### src/rtl/fft_result_collector.sv
// fft_result_collector: deserialises tiny_fft output words into frames and replays them on a valid/ready stream
module fft_result_collector #(
  parameter int NUM_BINS = 8,
  parameter int WORD_W = 6,
  parameter int IDX_W = $clog2(NUM_BINS)
) (
  input  logic                     clk,
  input  logic                     rst,
  input  logic [7:0]               fft_io_out,
  input  logic                     cap_en,
  output logic                     m_valid,
  input  logic                     m_ready,
  output logic signed [WORD_W-1:0] m_real,
  output logic signed [WORD_W-1:0] m_imag,
  output logic [IDX_W-1:0]         m_idx,
  output logic                     m_last,
  output logic                     sync_err,
  output logic                     overrun,
  output logic [7:0]               frame_cnt
);
  typedef enum logic [1:0] {HUNT, CAP_IM, CAP_RE} state_t;
  state_t state_q;
  logic [IDX_W-1:0] bin_q, rd_idx_q;
  logic signed [WORD_W-1:0] stg_re_q [NUM_BINS];
  logic signed [WORD_W-1:0] stg_im_q [NUM_BINS];
  logic signed [WORD_W-1:0] buf_re_q [2][NUM_BINS];
  logic signed [WORD_W-1:0] buf_im_q [2][NUM_BINS];
  logic [1:0] full_q, full_d;
  logic wr_q, rd_q, sync_err_q, overrun_q;
  logic [7:0] frame_cnt_q;
  logic signed [WORD_W-1:0] word;
  logic is_re, is_zero, start, ok, commit, beat, freed, room;
  assign word = fft_io_out[7 -: WORD_W];
  assign is_re = fft_io_out[1];
  assign is_zero = fft_io_out[0];
  assign start = is_zero & is_re & cap_en;
  assign ok = (state_q == CAP_IM) ? (!is_re & !is_zero) : (is_re & !is_zero);
  assign commit = (state_q == CAP_IM) && ok && (bin_q == IDX_W'(NUM_BINS - 1));
  assign beat = m_valid & m_ready;
  assign freed = beat & m_last;
  // a buffer finishing its last beat this cycle can take the committing frame
  assign room = !full_q[wr_q] | (freed & (rd_q == wr_q));
  always_comb begin
    full_d = full_q;
    if (freed) full_d[rd_q] = 1'b0;
    if (commit && room) full_d[wr_q] = 1'b1;
  end
  always_ff @(posedge clk) begin
    if (rst) begin
      state_q <= HUNT;
      bin_q <= '0;
      rd_idx_q <= '0;
      full_q <= '0;
      wr_q <= 1'b0;
      rd_q <= 1'b0;
      sync_err_q <= 1'b0;
      overrun_q <= 1'b0;
      frame_cnt_q <= '0;
    end else begin
      full_q <= full_d;
      sync_err_q <= 1'b0;
      if (beat) begin
        rd_idx_q <= rd_idx_q + 1'b1;
        if (m_last) rd_q <= ~rd_q;
      end
      if (commit && room) begin
        wr_q <= ~wr_q;
        frame_cnt_q <= frame_cnt_q + 8'd1;
        for (int i = 0; i < NUM_BINS; i++) begin
          buf_re_q[wr_q][i] <= stg_re_q[i];
          buf_im_q[wr_q][i] <= (i == NUM_BINS - 1) ? word : stg_im_q[i];
        end
      end else if (commit) begin
        overrun_q <= 1'b1;
      end
      case (state_q)
        HUNT: if (start) begin
          stg_re_q[0] <= word;
          bin_q <= '0;
          state_q <= CAP_IM;
        end
        CAP_IM, CAP_RE: if (ok && state_q == CAP_IM) begin
          stg_im_q[bin_q] <= word;
          bin_q <= bin_q + 1'b1;
          state_q <= commit ? HUNT : CAP_RE;
        end else if (ok) begin
          stg_re_q[bin_q] <= word;
          state_q <= CAP_IM;
        end else begin
          sync_err_q <= 1'b1;
          bin_q <= '0;
          state_q <= start ? CAP_IM : HUNT;
          if (start) stg_re_q[0] <= word;
        end
        default: state_q <= HUNT;
      endcase
    end
  end
  assign m_valid = full_q[rd_q];
  assign m_real = m_valid ? buf_re_q[rd_q][rd_idx_q] : '0;
  assign m_imag = m_valid ? buf_im_q[rd_q][rd_idx_q] : '0;
  assign m_idx = rd_idx_q;
  assign m_last = m_valid & (rd_idx_q == IDX_W'(NUM_BINS - 1));
  assign sync_err = sync_err_q;
  assign overrun = overrun_q;
  assign frame_cnt = frame_cnt_q;
endmodule
### config.mk
export PLATFORM = sky130hd
export DESIGN_NAME = fft_result_collector
export DESIGN_NICKNAME = d
export VERILOG_FILES = /design/src/rtl/fft_result_collector.sv
export SDC_FILE = /design/constraint.sdc
export NUM_CORES = 1
export LEC_CHECK = 0
export BUFFER_PORTS_ARGS = -buffer_cell sky130_fd_sc_hd__buf_2
export CELL_PAD_IN_SITES_DETAIL_PLACEMENT = 1
export CELL_PAD_IN_SITES_GLOBAL_PLACEMENT = 1
export CORE_ASPECT_RATIO = 1.25
export CORE_UTILIZATION = 49
export CTS_CLUSTER_SIZE = 12
export DETAILED_ROUTE_END_ITERATION = 8
export PLACE_DENSITY_LB_ADDON = 0.1
export SKIP_LAST_GASP = 1
export SYNTH_ARGS = -nofsm -noshare
export SYNTH_HDL_FRONTEND = slang
export SYNTH_SLANG_ARGS = --single-unit
### constraint.sdc
create_clock -name clk -period 11.1 [get_ports clk]
set_input_delay 0 -clock clk [delete_from_list [all_inputs] [get_ports clk]]
set_output_delay 0 -clock clk [all_outputs]
set_load 0.01 [all_outputs]
### Word level (Yosys, flattened, before mapping)

Memories as Yosys holds them, arrays and structs flattened. A register that Yosys moved wholly into a read port is not among the register bits.
Index checks and enable logic that the tools add are counted.

* register bits after elaboration: 22
* memory bits (writable): 288
* input port bits: 12
* output and inout bits: 27
* word-level logic and storage cells: 121
* memories: 4

Memories
* buf_im_q: depth 2, width 48, rd ports 1, clocked after memory_dff 1, write ports 1, line 27 `logic signed [WORD_W-1:0] buf_im_q [2][NUM_BINS];`
* buf_re_q: depth 2, width 48, rd ports 1, clocked after memory_dff 1, write ports 1, line 26 `logic signed [WORD_W-1:0] buf_re_q [2][NUM_BINS];`
* stg_im_q: depth 8, width 6, rd ports 7, clocked after memory_dff 0, write ports 1, line 25 `logic signed [WORD_W-1:0] stg_im_q [NUM_BINS];`
* stg_re_q: depth 8, width 6, rd ports 8, clocked after memory_dff 0, write ports 1, line 24 `logic signed [WORD_W-1:0] stg_re_q [NUM_BINS];`

* $add $sub $neg: 3
* order comparisons: 5
* eq/ne operators: 7
* mux-type cells: 59
* bitwise logic cells: 18
* reductions and logical operators: 16

Operators by type and width (number)
* 6-bit 2-to-1 mux: 8
* 6-bit binary-select mux with 3-bit select: 2
* 1-bit 2-to-1 mux: 36
* 3-bit 2-to-1 mux: 4
* 2-bit 2-to-1 mux: 5
* 8-bit by 1-bit adder with 8-bit output (second input constant): 1
* 1-bit AND: 8
* 3-bit by 1-bit adder with 3-bit output (second input constant): 2
* 3-bit equality test (second input constant): 2
* 3-bit case mux with 2 select lines: 1
* 6-bit OR reduction: 1
* 1-bit logical AND: 5
* 4-bit greater-or-equal comparator (second input constant): 1
* 1-bit by 2-bit less-than comparator with 1-bit output (second input constant): 2
* 1-bit inverter: 4
* 3-bit inverter with 4-bit output: 1
* 2-bit case mux with 2 select lines: 1
* 2-bit AND reduction: 2
* 1-bit logical NOT: 3
* 3-bit inequality test (second input constant): 1
* 3-bit AND reduction: 1
* 3-bit OR reduction: 1
* 2-bit AND: 1
* 1-bit demux with 1-bit select: 2
* other kinds (11): 13

### Longest topological paths before layout

Gate-level depths: netlist of the first run.

* word-level depth: 10
* depth in mapped cells: 8

### Least setup slack after synthesis of the first run

OpenSTA, ideal clock, no wires.

* kind: register -> register
* from: reg rd_idx_q[0] (netlist: m_idx[0])
* to: mem buf_im_q[1][0] in the netlist's numbering, enable pin
* library setup time: 820 ps
* arrival: 11268 ps
* required time: 10280 ps
* path slack: -987 ps
* stages on the path, launching flop included: 8
* period minus slack after synthesis: 12087 ps
* cells stage by stage: dfxtp_1 -> ha_1 -> ha_1 -> nand3_1 -> a32o_2 -> buf_6 -> clkbuf_1 -> nor4b_1

* word-level cells in the longest chain between the ends: 9

Ends and longest elaborated chain
* start: declaration: line 23 `logic [IDX_W-1:0] bin_q, rd_idx_q;`
* start signal: assignment: line 63 `rd_idx_q <= rd_idx_q + 1'b1;`
* 3-bit equality test: line 103 `assign m_last = m_valid & (rd_idx_q == IDX_W'(NUM_BINS - 1));`
* 1-bit AND: line 103
* 1-bit AND: line 40 `assign freed = beat & m_last;`
* 1-bit AND: line 42 `assign room = !full_q[wr_q] | (freed & (rd_q == wr_q));`
* 1-bit bitwise OR: line 42
* 1-bit logical AND: line 66 `if (commit && room) begin`
* 1-bit 2-to-1 mux: line 66
* 1-bit 2-to-1 mux: line 49 `if (rst) begin`
* 1-bit 2-to-1 mux: line 71 `buf_im_q[wr_q][i] <= (i == NUM_BINS - 1) ? word : stg_im_q[i];`
* end: declaration: line 27

No other way between the ends.

### Final worst setup path of the first run

* from: reg rd_idx_q[1] (netlist: m_idx[1])
* to: mem buf_re_q[1][21] in the netlist's numbering, enable pin

* word-level cells in the longest chain between the ends: 9

Ends and longest elaborated chain
* 3-bit equality test: line 103
* 1-bit AND: line 103
* 1-bit AND: line 40
* 1-bit AND: line 42
* 1-bit bitwise OR: line 42
* 1-bit logical AND: line 66
* 1-bit 2-to-1 mux: line 66
* 1-bit 2-to-1 mux: line 49
* 1-bit 2-to-1 mux (implied by the code): line 70 `buf_re_q[wr_q][i] <= stg_re_q[i];`
* end: declaration: line 26

No other way between the ends.

==> metrics, run 1 <==
post-route clock period utilization=36.2%; combinational power share=1.0%; Post-synth EDFFs=282; first-pass GRT wire length=32500 um; core area=22400 um^2; final worst slack=7.08 ns; Fmax achieved=249 MHz; clock sink count=305; most frequent cells in the layout=282 x edfxtp_1, 48 x mux4_2, 38 x buf_2, 29 x clkbuf_16, 25 x mux2i_1; Row Count=61; PwrDens=168 nW/um^2; Worst Setup Path Type=register to register; IO Port Bufs=38; max_cap viols=0; chip width=137 um; synthesized area=11200 um^2; critical path endpoint category=register; sequential fraction of the synthesis area=79.6%; CP required=11.25 ns; status=complete, no violations; Crit-path slowest cell=dfxtp_2; async set-reset flop share out of synthesis=0%; internal power=1750 uW; grt ovf=0; H-tree depth=1; Adder-Cell Fraction of Synth Area=0.892%; top_reg_cell synth=edfxtp_1; Final Skew=0.0131 ns; clock buffer depth=3; Slew HR=15.8%; Final Core Density=57.0%; switching pwr=390 uW; Post-Layout Cell Count=917; DRC marker count from the first detailed-route iteration=338; leakage=0.00396 uW; clock root cell=clkbuf_16; via count=5122; DR vias/cell=5.59; clk slew on worst S/H paths=0.06 ns; final hold violation count=0; ANT nets after route=0; Top Ports=39; number of setup buffers added after CTS=0; worst path arrival time=4.17 ns; complex-gate fraction of the synthesized area=2.50%; unrepaired setup endpoints after global routing=false; Critical Path Source Type=register; Setup TNS=0 ns; largest net degree at the start of global routing=51; Netlist cell types=45; Final Setup Violations=0; # placed instances=851; Hold Path Class=primary input to register; CTS tree=yes; Die Area=23500 um^2; initial core utilization=50.2%; Resized Gates After CTS=0; synthesized area per cell=20.8 um^2; Worst-Margin Slew=1.25 ns; #FFs+latches synth=305; die height=171 um; Worst path max stage delay=0.98 ns; initial antenna violation count=0; CP cell instances=ha_1 > ha_1 > nand3_1 > a32o_2 > nor4b_4 > buf_4 > buf_4; cells after synthesis=540; worst slack at placement=7.01 ns; global-route usage over all layers=19.0%; largest family of logic cells by synthesized area=multiplexers; Layout area overhead=13.6%; Placer Congestion=0.733; CTS hold repair buffers=13; Max VDD drop=0.101 mV; vias in the first global route=5717; XOR/XNOR Fraction of Synth Area=0.234%; Pins Over Slew Limit=0; sequential share of power=58.3%; DRC errors left=0; post-synthesis mux area share=12.0%; First-pass DRT Iterations=4; wire length per cell=23.1 um; share of cells above drive strength 1=21.5%; DRT Wirelength=21200 um; Simple-Gate Fraction of Synth Area=3.79%; critical path peak fanout=50; fin nets=632; Post-Synthesis Net Count=560; TritonCTS Buffers=29; hpwl dp=13100 um; antenna cells=0; latest clock arrival within the worst-skew pair=0.52 ns; fin crit period=4.02 ns; switching share of power=18.3%; commonest non-fill, non-tap cell in the layout=edfxtp_1; clock power share=40.7%; Synthesis Warnings=0
-- sequential cells by signal (all words and copies together), names as in the netlist, 2 cells and up, named ones only --
signal and cells:
buf_re_q 96, full_q 2, bin_q 3, stg_im_q 42, frame_cnt 8, stg_re_q 48, m_idx 3, buf_im_q 96
state_q 2
-- cells in the mapped netlist (2+ instances only) --
library cell	n	area share, %
edfxtp_1	282	75
mux4_2	48	9.6
mux2i_1	25	2.2
dfxtp_1	23	4.1
nor2_1	19	0.64
a21oi_1	15	0.67
nand2_1	14	0.47
o22ai_1	12	0.67
clkbuf_1	10	0.33
ha_1	8	0.89
nand2b_1	7	0.39
nand3_1	6	0.27
or3_1	6	0.33
buf_2	5	0.22
nor3_1	5	0.22
o21ai_0	5	0.22
o31ai_1	5	0.33
buf_1	4	0.13
nand4_1	4	0.22
or4_1	4	0.27
inv_1	3	0.10
and2_1	2	0.11
and3_1	2	0.11
buf_4	2	0.13
nor2b_1	2	0.11
nor4_1	2	0.11
xor2_1	2	0.16
-- kinds of logic (layout without fill, tap and decap cells) --
group                    Yosys count  after routing
XOR/XNOR                           3              3
adder cells (fa/ha/maj)            8              8
multiplexers                      74             74
flip-flops                       305            305
AO/OA/AOI/OAI                     45             45
buffers and inverters             25            119
AND/OR/NAND/NOR                   80             80
-- critical path: cells and delay by family, from the launching register on --
kind	cells	cell delay [ns]
buffers and inverters	2	1.25
flip-flops	1	0.98
adder cells (fa/ha/maj)	2	0.55
AO/OA/AOI/OAI	1	0.43
AND/OR/NAND/NOR	2	0.41
-- power groups by stage --
| stage | clock, uW | combinational [uW] | sequential (uW) |
|---|---|---|---|
| 2_1_floorplan | 0 | 6.67 | 1270 |
| 3_3_place_gp | 0 | 17.3 | 1270 |
| 3_5_place_dp | 0 | 18.6 | 1270 |
| 4_1_cts | 891 | 22.1 | 1250 |
| 5_1_grt | 930 | 24.0 | 1240 |
| 6_report | 870 | 21.9 | 1250 |
-- through the flow --
stage / total power, uW / hold slack [ns] / area, um^2
floorplan: 1280 / 0.0989 / 11200
global placement: 1290 / 0.318 / 11800
detailed placement: 1290 / 0.329 / 11800
CTS: 2160 / 0.350 / 12700
global route: 2200 / 0.392 / 12700
finish: 2140 / 0.383 / 12700
-- path summary, 6_finish.rpt --
| path | startpoint | to | slack (ns) | cells past startpoint |
|---|---|---|---|---|
| hold / removal | m_ready | m_idx[1]$_SDFFE_PP0P_ | 0.38 | 4 |
| setup / recovery | m_idx[1]$_SDFFE_PP0P_ | buf_re_q[1][21]$_DFFE_PP_ | 7.08 | 7 |
| hold reg to reg | stg_im_q[3][0]$_DFFE_PP_ | buf_im_q[0][24]$_DFFE_PP_ | 0.45 | 0 |
| setup reg to reg | m_idx[1]$_SDFFE_PP0P_ | buf_re_q[1][21]$_DFFE_PP_ | 7.08 | 7 |
-- metal layers --
metal / up-vias / global-route usage (%) / part of all wire, %
met5: - / 0 / 0
met1: 2646 / 24.2 / 41
met4: 0 / 4.49 / 1.5
met3: 22 / 2.59 / 3.6
met2: 98 / 34.4 / 53
li1: 2356 / - / -
-- layout make-up --
cell class	instances	area (um^2)
Fill cell	1955	9620
Timing Repair Buffer	63	410
Multi-Input combinational cell	210	2200
Inverter	3	11.3
Clock buffer	53	826
Sequential cell	305	8930
Tap cell	283	354
Power figures use the tool's default switching activity.
==> run 2: changes to the inputs <==
--- a/config.mk
+++ b/config.mk
@@ -5,11 +5,12 @@
 export SDC_FILE = /design/constraint.sdc
 export NUM_CORES = 1
 export LEC_CHECK = 0
+export ABC_AREA = 1
 export BUFFER_PORTS_ARGS = -buffer_cell sky130_fd_sc_hd__buf_2
 export CELL_PAD_IN_SITES_DETAIL_PLACEMENT = 1
 export CELL_PAD_IN_SITES_GLOBAL_PLACEMENT = 1
 export CORE_ASPECT_RATIO = 1.25
-export CORE_UTILIZATION = 49
+export CORE_UTILIZATION = 46
 export CTS_CLUSTER_SIZE = 12
 export DETAILED_ROUTE_END_ITERATION = 8
 export PLACE_DENSITY_LB_ADDON = 0.1
==> constraint.sdc (replaced) <==
create_clock -name clk -period 3.5 [get_ports clk]
set_input_delay 0 -clock clk [delete_from_list [all_inputs] [get_ports clk]]
set_output_delay 0 -clock clk [all_outputs]
set_load 0.01 [all_outputs]
==> run 2 against run 1 <==
  * Sequential power increased to 3.2 times the previous value
  * Synthesized cell count increased by 67%
  * Power increased to 3.2 times the previous value
  * Critical path type is now register to primary output
  * Largest cell class unchanged
  * Highest routed layer unchanged
==> metrics, run 2 <==
Final Skew=0.0186 ns (+0.00556 ns); ranking of synthesized cells by area=edfxtp_1 72%, nor2_1 6.4%, dfxtp_1 3.9%; die height=181 um (+5.6%); initial core utilization=46.7% (-3.4 points); worst path arrival time=2.88 ns (-1.29 ns); hpwl dp=16800 um (+28%); DRC errors left=0 (unchanged); max_cap viols=0 (unchanged); worst r2r src=state_q[1]$_SDFFE_PP0P_; DRC marker count from the first detailed-route iteration=410 (+21%); leakage=0.00459 uW (+16%); CTS tree=yes; CP required=3.50 ns (-7.75 ns); final hold violation count=0 (unchanged); Final Setup Violations=0 (unchanged); largest registers=buf_im_q (96), buf_re_q (96), stg_re_q (48); Layout area overhead=12.8%; wire length per cell=21.8 um (-5.8%); latest clock arrival within the worst-skew pair=0.55 ns (+0.03 ns); hold path startpoint=fft_io_out[0]; Row Count=65 (+6.6%); clock sink count=305 (unchanged); count leader, synth=edfxtp_1; TritonCTS Buffers=30 (+3.4%); Yosys top cell by area=edfxtp_1; critical path peak fanout=44 (-12%); First-pass DRT Iterations=7 (+3); async set-reset flop share out of synthesis=0% (unchanged); Fmax achieved=347 MHz; Worst Setup Path Type=register to primary output; unrepaired setup endpoints after global routing=false; share of cells above drive strength 1=11.4% (-10 points); synth cell count leaders=282 x edfxtp_1, 199 x nor2_1, 83 x o21ai_0; antenna cells=0 (unchanged); sequential fraction of the synthesis area=76.0% (-3.6 points); via count=7089 (+38%); post-route cell area=13200 um^2 (+4.0%); status=complete, no violations; Die Area=26200 um^2 (+11%); Synthesis Warnings=0 (unchanged); Resized Gates After CTS=0 (unchanged); IO Port Bufs=38 (unchanged); vias in the first global route=7636 (+34%); Critical Path Source Type=register; critical path endpoint category=primary output; Area after DPL=12300 um^2 (+4.4%); DRT Wirelength=28400 um (+34%); top_reg_cell synth=edfxtp_1; Post-synth EDFFs=282 (unchanged); clock buffer depth=3 (unchanged); Post-Synthesis Net Count=920 (+64%); fin nets=979 (+55%); Synth top area share=72.1% (-3.4 points); Setup TNS=0 ns (unchanged); clock root cell=clkbuf_16; cells after synthesis=900 (+67%); grt ovf=0 (unchanged); Max VDD drop=0.332 mV (+230%); Pins Over Slew Limit=0 (unchanged); most frequent cells in the layout=282 x edfxtp_1, 198 x nor2_1, 83 x o21ai_0, 78 x nand2_1, 67 x nand3_1; clk slew on worst S/H paths=0.06 ns (about the same); Placer Congestion=0.797 (+8.9%); #FFs+latches synth=305 (unchanged); Top Ports=39 (unchanged); core area=25100 um^2 (+12%); DR vias/cell=5.44 (-2.7%); global-route usage over all layers=21.9% (+2.9 points); initial antenna violation count=0 (unchanged); commonest non-fill, non-tap cell in the layout=edfxtp_1; fillers=2527 (+29%); post-route clock period utilization=82.3%; chip width=145 um (+5.5%); H-tree depth=1 (unchanged); largest net degree at the start of global routing=97 (+90%); PwrDens=522 nW/um^2 (+210%); fin crit period=2.88 ns; synthesized area=11700 um^2 (+4.7%); Slew HR=33.9% (+18 points); ANT nets after route=0 (unchanged); Worst-Margin Slew=0.988 ns (-0.263 ns); Hold Path Class=primary input to register; synthesized area per cell=13.1 um^2 (-37%); Netlist cell types=32 (-29%); first-pass GRT wire length=43300 um (+34%)
==> run 2: changes by cell type after synthesis, sizes merged, moves of 39 or more <==
| cell | before | now |
|---|---|---|
| inv | 3 | 42 |
| nand3 | 6 | 67 |
| nand2 | 14 | 80 |
| mux4 | 48 | 0 |
| o21ai | 5 | 91 |
| nor2 | 19 | 201 |
==> run 2: path summary, 6_finish.rpt <==
check                                   end  slack [ns]  depth (start not counted)
hold reg to reg   buf_re_q[1][10]$_DFFE_PP_        0.45                          0
hold / removal        bin_q[1]$_SDFFE_PP0P_        0.05                          7
setup reg to reg  buf_im_q[0][41]$_DFFE_PP_        0.87                          8
setup / recovery                  m_imag[0]        0.62                          8
==> run 2: cells by family after synthesis <==
| kind of cell | Yosys count | share of synthesized area (%) |
|---|---|---|
| AO/OA/AOI/OAI | 144 | 6.87 |
| XOR/XNOR | 4 | 0.298 |
| adder cells (fa/ha/maj) | 8 | 0.852 |
| buffers and inverters | 85 | 3.53 |
| flip-flops | 305 | 76.0 |
| AND/OR/NAND/NOR | 354 | 12.5 |
==> run 2: through the flow <==
stage / power, uW / hold WS (ns) / cells / setup slack [ns] / utilization (%)
after global routing: 7090 / 0.0838 / 1304 / 0.434 / 52.7
final: 6910 / 0.0492 / 1304 / 0.619 / 52.7
after global placement: 4130 / 0.354 / 1249 / 1.01 / 48.9
after CTS: 6960 / 0.0242 / 1304 / 0.591 / 52.7
after detailed placement: 4140 / 0.358 / 1249 / 0.843 / 48.9
after floorplan: 4090 / 0.0989 / 900 / 0.00395 / -
==> run 2: layer usage <==
metal / wire length (um) / track usage, % / vias up / share of wire, %
li1: - / - / 3283 / -
met1: 11700 / 27.2 / 3593 / 41
met2: 14500 / 38.9 / 159 / 51
met3: 1210 / 2.76 / 54 / 4.2
met4: 960 / 8.51 / 0 / 3.4
met5: 0 / 0 / - / 0
==> run 2: layout make-up <==
type,count,area [um^2],share of cell area (%)
clock buffer,36,795,6.00
clock inverter,6,25.0,0.189
timing repair buffer,70,500,3.78
inverter,42,163,1.23
multi-input combinational,510,2410,18.2
tap,335,419,3.16
sequential,305,8930,67.4
==> run 2: report_power, final <==
part	internal, uW	switching (uW)
sequential	3950	8.86
clock	1570	1260
combinational	34.0	81.6
==> run 2: worst max-delay path, cell delays in order, from the launching register on <==
cell and delay (ns):
dfxtp_4 0.65, buf_4 0.55, nor2_1 0.11, nor2_1 0.09, o21ai_0 0.09, nand3_1 0.14
nand3_1 0.09, a21oi_1 0.37, buf_2 0.21
==> run 2: timing repair <==
item                      4_1_cts  5_1_grt
buffers inserted                0        0
hold buffers                   13        0
hold endpoints to repair      120        0
==> run 3: changes to the inputs <==
==> constraint.sdc (replaced) <==
create_clock -name clk -period 2.3 [get_ports clk]
set_input_delay 0 -clock clk [delete_from_list [all_inputs] [get_ports clk]]
set_output_delay 0 -clock clk [all_outputs]
set_load 0.01 [all_outputs]
==> run 3 against run 2 <==
  * Worst hold slack improved by 0.31 ns
  * Power rose by 55%
  * Worst setup slack got worse by 0.53 ns
==> metrics, run 3 (synthesis gave the netlist of run 2 again) <==
status=complete, no violations; clock root cell=clkbuf_16; chip width=145 um (unchanged); switching share of power=19.0% (-0.49 points); switching pwr=2040 uW (+51%); largest net degree at the start of global routing=55 (-43%); core area=25100 um^2 (unchanged); Critical Path Source Type=register; max_cap viols=0 (unchanged); fillers=2475 (-2.1%); grt ovf=0 (unchanged); share of cells above drive strength 1=14.8% (+3.5 points); PwrDens=780 nW/um^2 (+50%); DRC errors left=0 (unchanged); Layout area overhead=16.6%; commonest non-fill, non-tap cell in the layout=edfxtp_1; Die Area=26200 um^2 (unchanged); DR vias/cell=5.36 (-1.5%); ANT nets after route=0 (unchanged); wire length per cell=21.0 um (-3.4%); Slew HR=47.8% (+14 points); combinational power share=1.6% (about the same); # placed instances=1266 (+1.4%); TritonCTS Buffers=30 (unchanged); Sequential Area=8940 um^2 (about the same); initial antenna violation count=0 (unchanged); via count=7146 (+0.80%); final hold slack=0.356 ns (+0.306 ns); global-route usage over all layers=22.1% (+0.14 points); clk slew on worst S/H paths=0.06 ns (about the same); largest registers=buf_im_q (96), buf_re_q (96), stg_re_q (48); first-pass GRT wire length=43700 um (+0.83%); Row Count=65 (unchanged); hpwl dp=17100 um (+1.7%); Top Ports=39 (unchanged); fin nets=1003 (+2.5%); unrepaired setup endpoints after global routing=true; Worst Setup Path Type=register to primary output; H-tree depth=1 (unchanged); CP required=2.30 ns (-1.20 ns); initial core utilization=46.7% (unchanged); Final Skew=0.0185 ns (-0.000129 ns); worst path arrival time=2.21 ns (-0.67 ns); post-route clock period utilization=96.1%; sequential share of power=56.4% (-0.9 points); Placer Congestion=0.796 (-0.21%); Multi-input gate area=2480 um^2 (+2.7%); Worst-Margin Slew=0.782 ns (-0.206 ns); IO Port Bufs=38 (unchanged); antenna cells=0 (unchanged); Pins Over Slew Limit=0 (unchanged); Final Core Density=54.5% (+1.8 points); Fmax achieved=453 MHz; leakage=0.00478 uW (+4.2%); critical path endpoint category=primary output; CTS tree=yes; die height=181 um (unchanged); fin crit period=2.21 ns; Max VDD drop=0.601 mV (+81%); latest clock arrival within the worst-skew pair=0.55 ns (about the same); clock sink count=305 (unchanged); critical path peak fanout=16 (-64%); final hold violation count=0 (unchanged); internal power=8660 uW (+56%); DRT Wirelength=28100 um (-1.2%); Hold Path Class=primary input to register; Post-Layout Cell Count=1334 (+2.3%); vias in the first global route=7697 (+0.80%); First-pass DRT Iterations=4 (-3); DRC marker count from the first detailed-route iteration=387 (-5.6%); clock power share=42.0% (+1.0 points); Final Setup Violations=0 (unchanged); most frequent cells in the layout=282 x edfxtp_1, 198 x nor2_1, 81 x o21ai_0, 77 x nand2_1, 67 x nand3_1; clock buffer depth=3 (unchanged)
[run 3: cell count changes in the layout (fill, tap and decap cells not counted), moves of 3 or more]
cell      change
clkbuf_1      +8
a21oi_2       +4
clkinv_1      -3
buf_12        +5
dfxtp_1       -3
a21oi_1       -4
ha_1          -3
ha_4          +3
buf_4        +12
buf_6         +4
[run 3: path summary, 6_finish.rpt]
| kind | cells after the start | end | start | slack [ns] |
|---|---|---|---|---|
| worst min-delay path | 3 | frame_cnt[6]$_SDFFE_PP0N_ | rst | 0.36 |
| worst min register to register | 0 | buf_im_q[1][16]$_DFFE_PP_ | stg_im_q[5][4]$_DFFE_PP_ | 0.44 |
| worst max-delay path | 9 | m_real[1] | register | 0.09 |
| worst max register to register | 8 | buf_im_q[0][17]$_DFFE_PP_ | wr_q$_SDFFE_PP0N_ | 0.14 |
[run 3: cell type report]
class | instances | share of cell area, %
Clock inverter | 3 | 0.301
Timing Repair Buffer | 94 | 5.95
Inverter | 42 | 1.23
Sequential cell | 305 | 65.3
Clock buffer | 45 | 6.12
Tap cell | 335 | 3.06
Multi-Input combinational cell | 510 | 18.1
[run 3: metal layers]
metal / GRT usage [%] / vias up / part of all wire [%]
li1: - / 3347 / -
met1: 26.7 / 3590 / 40
met2: 40.8 / 165 / 53
met3: 2.10 / 44 / 4.6
met4: 7.91 / 0 / 2.7
met5: 0 / - / 0
[run 3: repair_timing]
item | in CTS | in global routing
gates cloned | 1 | 0
endpoints found under the setup margin | 12 | 55
hold buffers | 12 | 0
hold endpoints to repair | 119 | 0
gates resized for setup | 7 | 15
pin swaps | 0 | 3
buffers inserted | 4 | 3
[run 3: power groups by stage]
stage	clock network [uW]	logic (uW)	registers, uW
6_report	4490	176	6030
5_1_grt	4750	192	6030
4_1_cts	4580	177	6030
3_5_place_dp	0	161	6150
3_3_place_gp	0	149	6150
2_1_floorplan	0	76.1	6150
[run 3: worst max-delay path, cell delays in order, from the launching register on]
cell	delay (ns)
dfxtp_4	0.45
buf_6	0.16
buf_8	0.17
nor2_1	0.07
nor2_1	0.09
o21ai_0	0.10
nand3_1	0.09
nand3_1	0.07
a21oi_1	0.27
buf_2	0.20
[run 3: per-stage QoR]
step	total power [uW]	setup TNS [ns]	area [um^2]	setup WS, ns
after floorplan	6220	-120.23	11800	-0.630
after global placement	6290	0	12500	0.261
after detailed placement	6310	0	12500	0.157
after CTS	10800	0	13600	0.0142
after global routing	11000	-0.0585	13700	-0.0290
final	10700	0	13700	0.0907
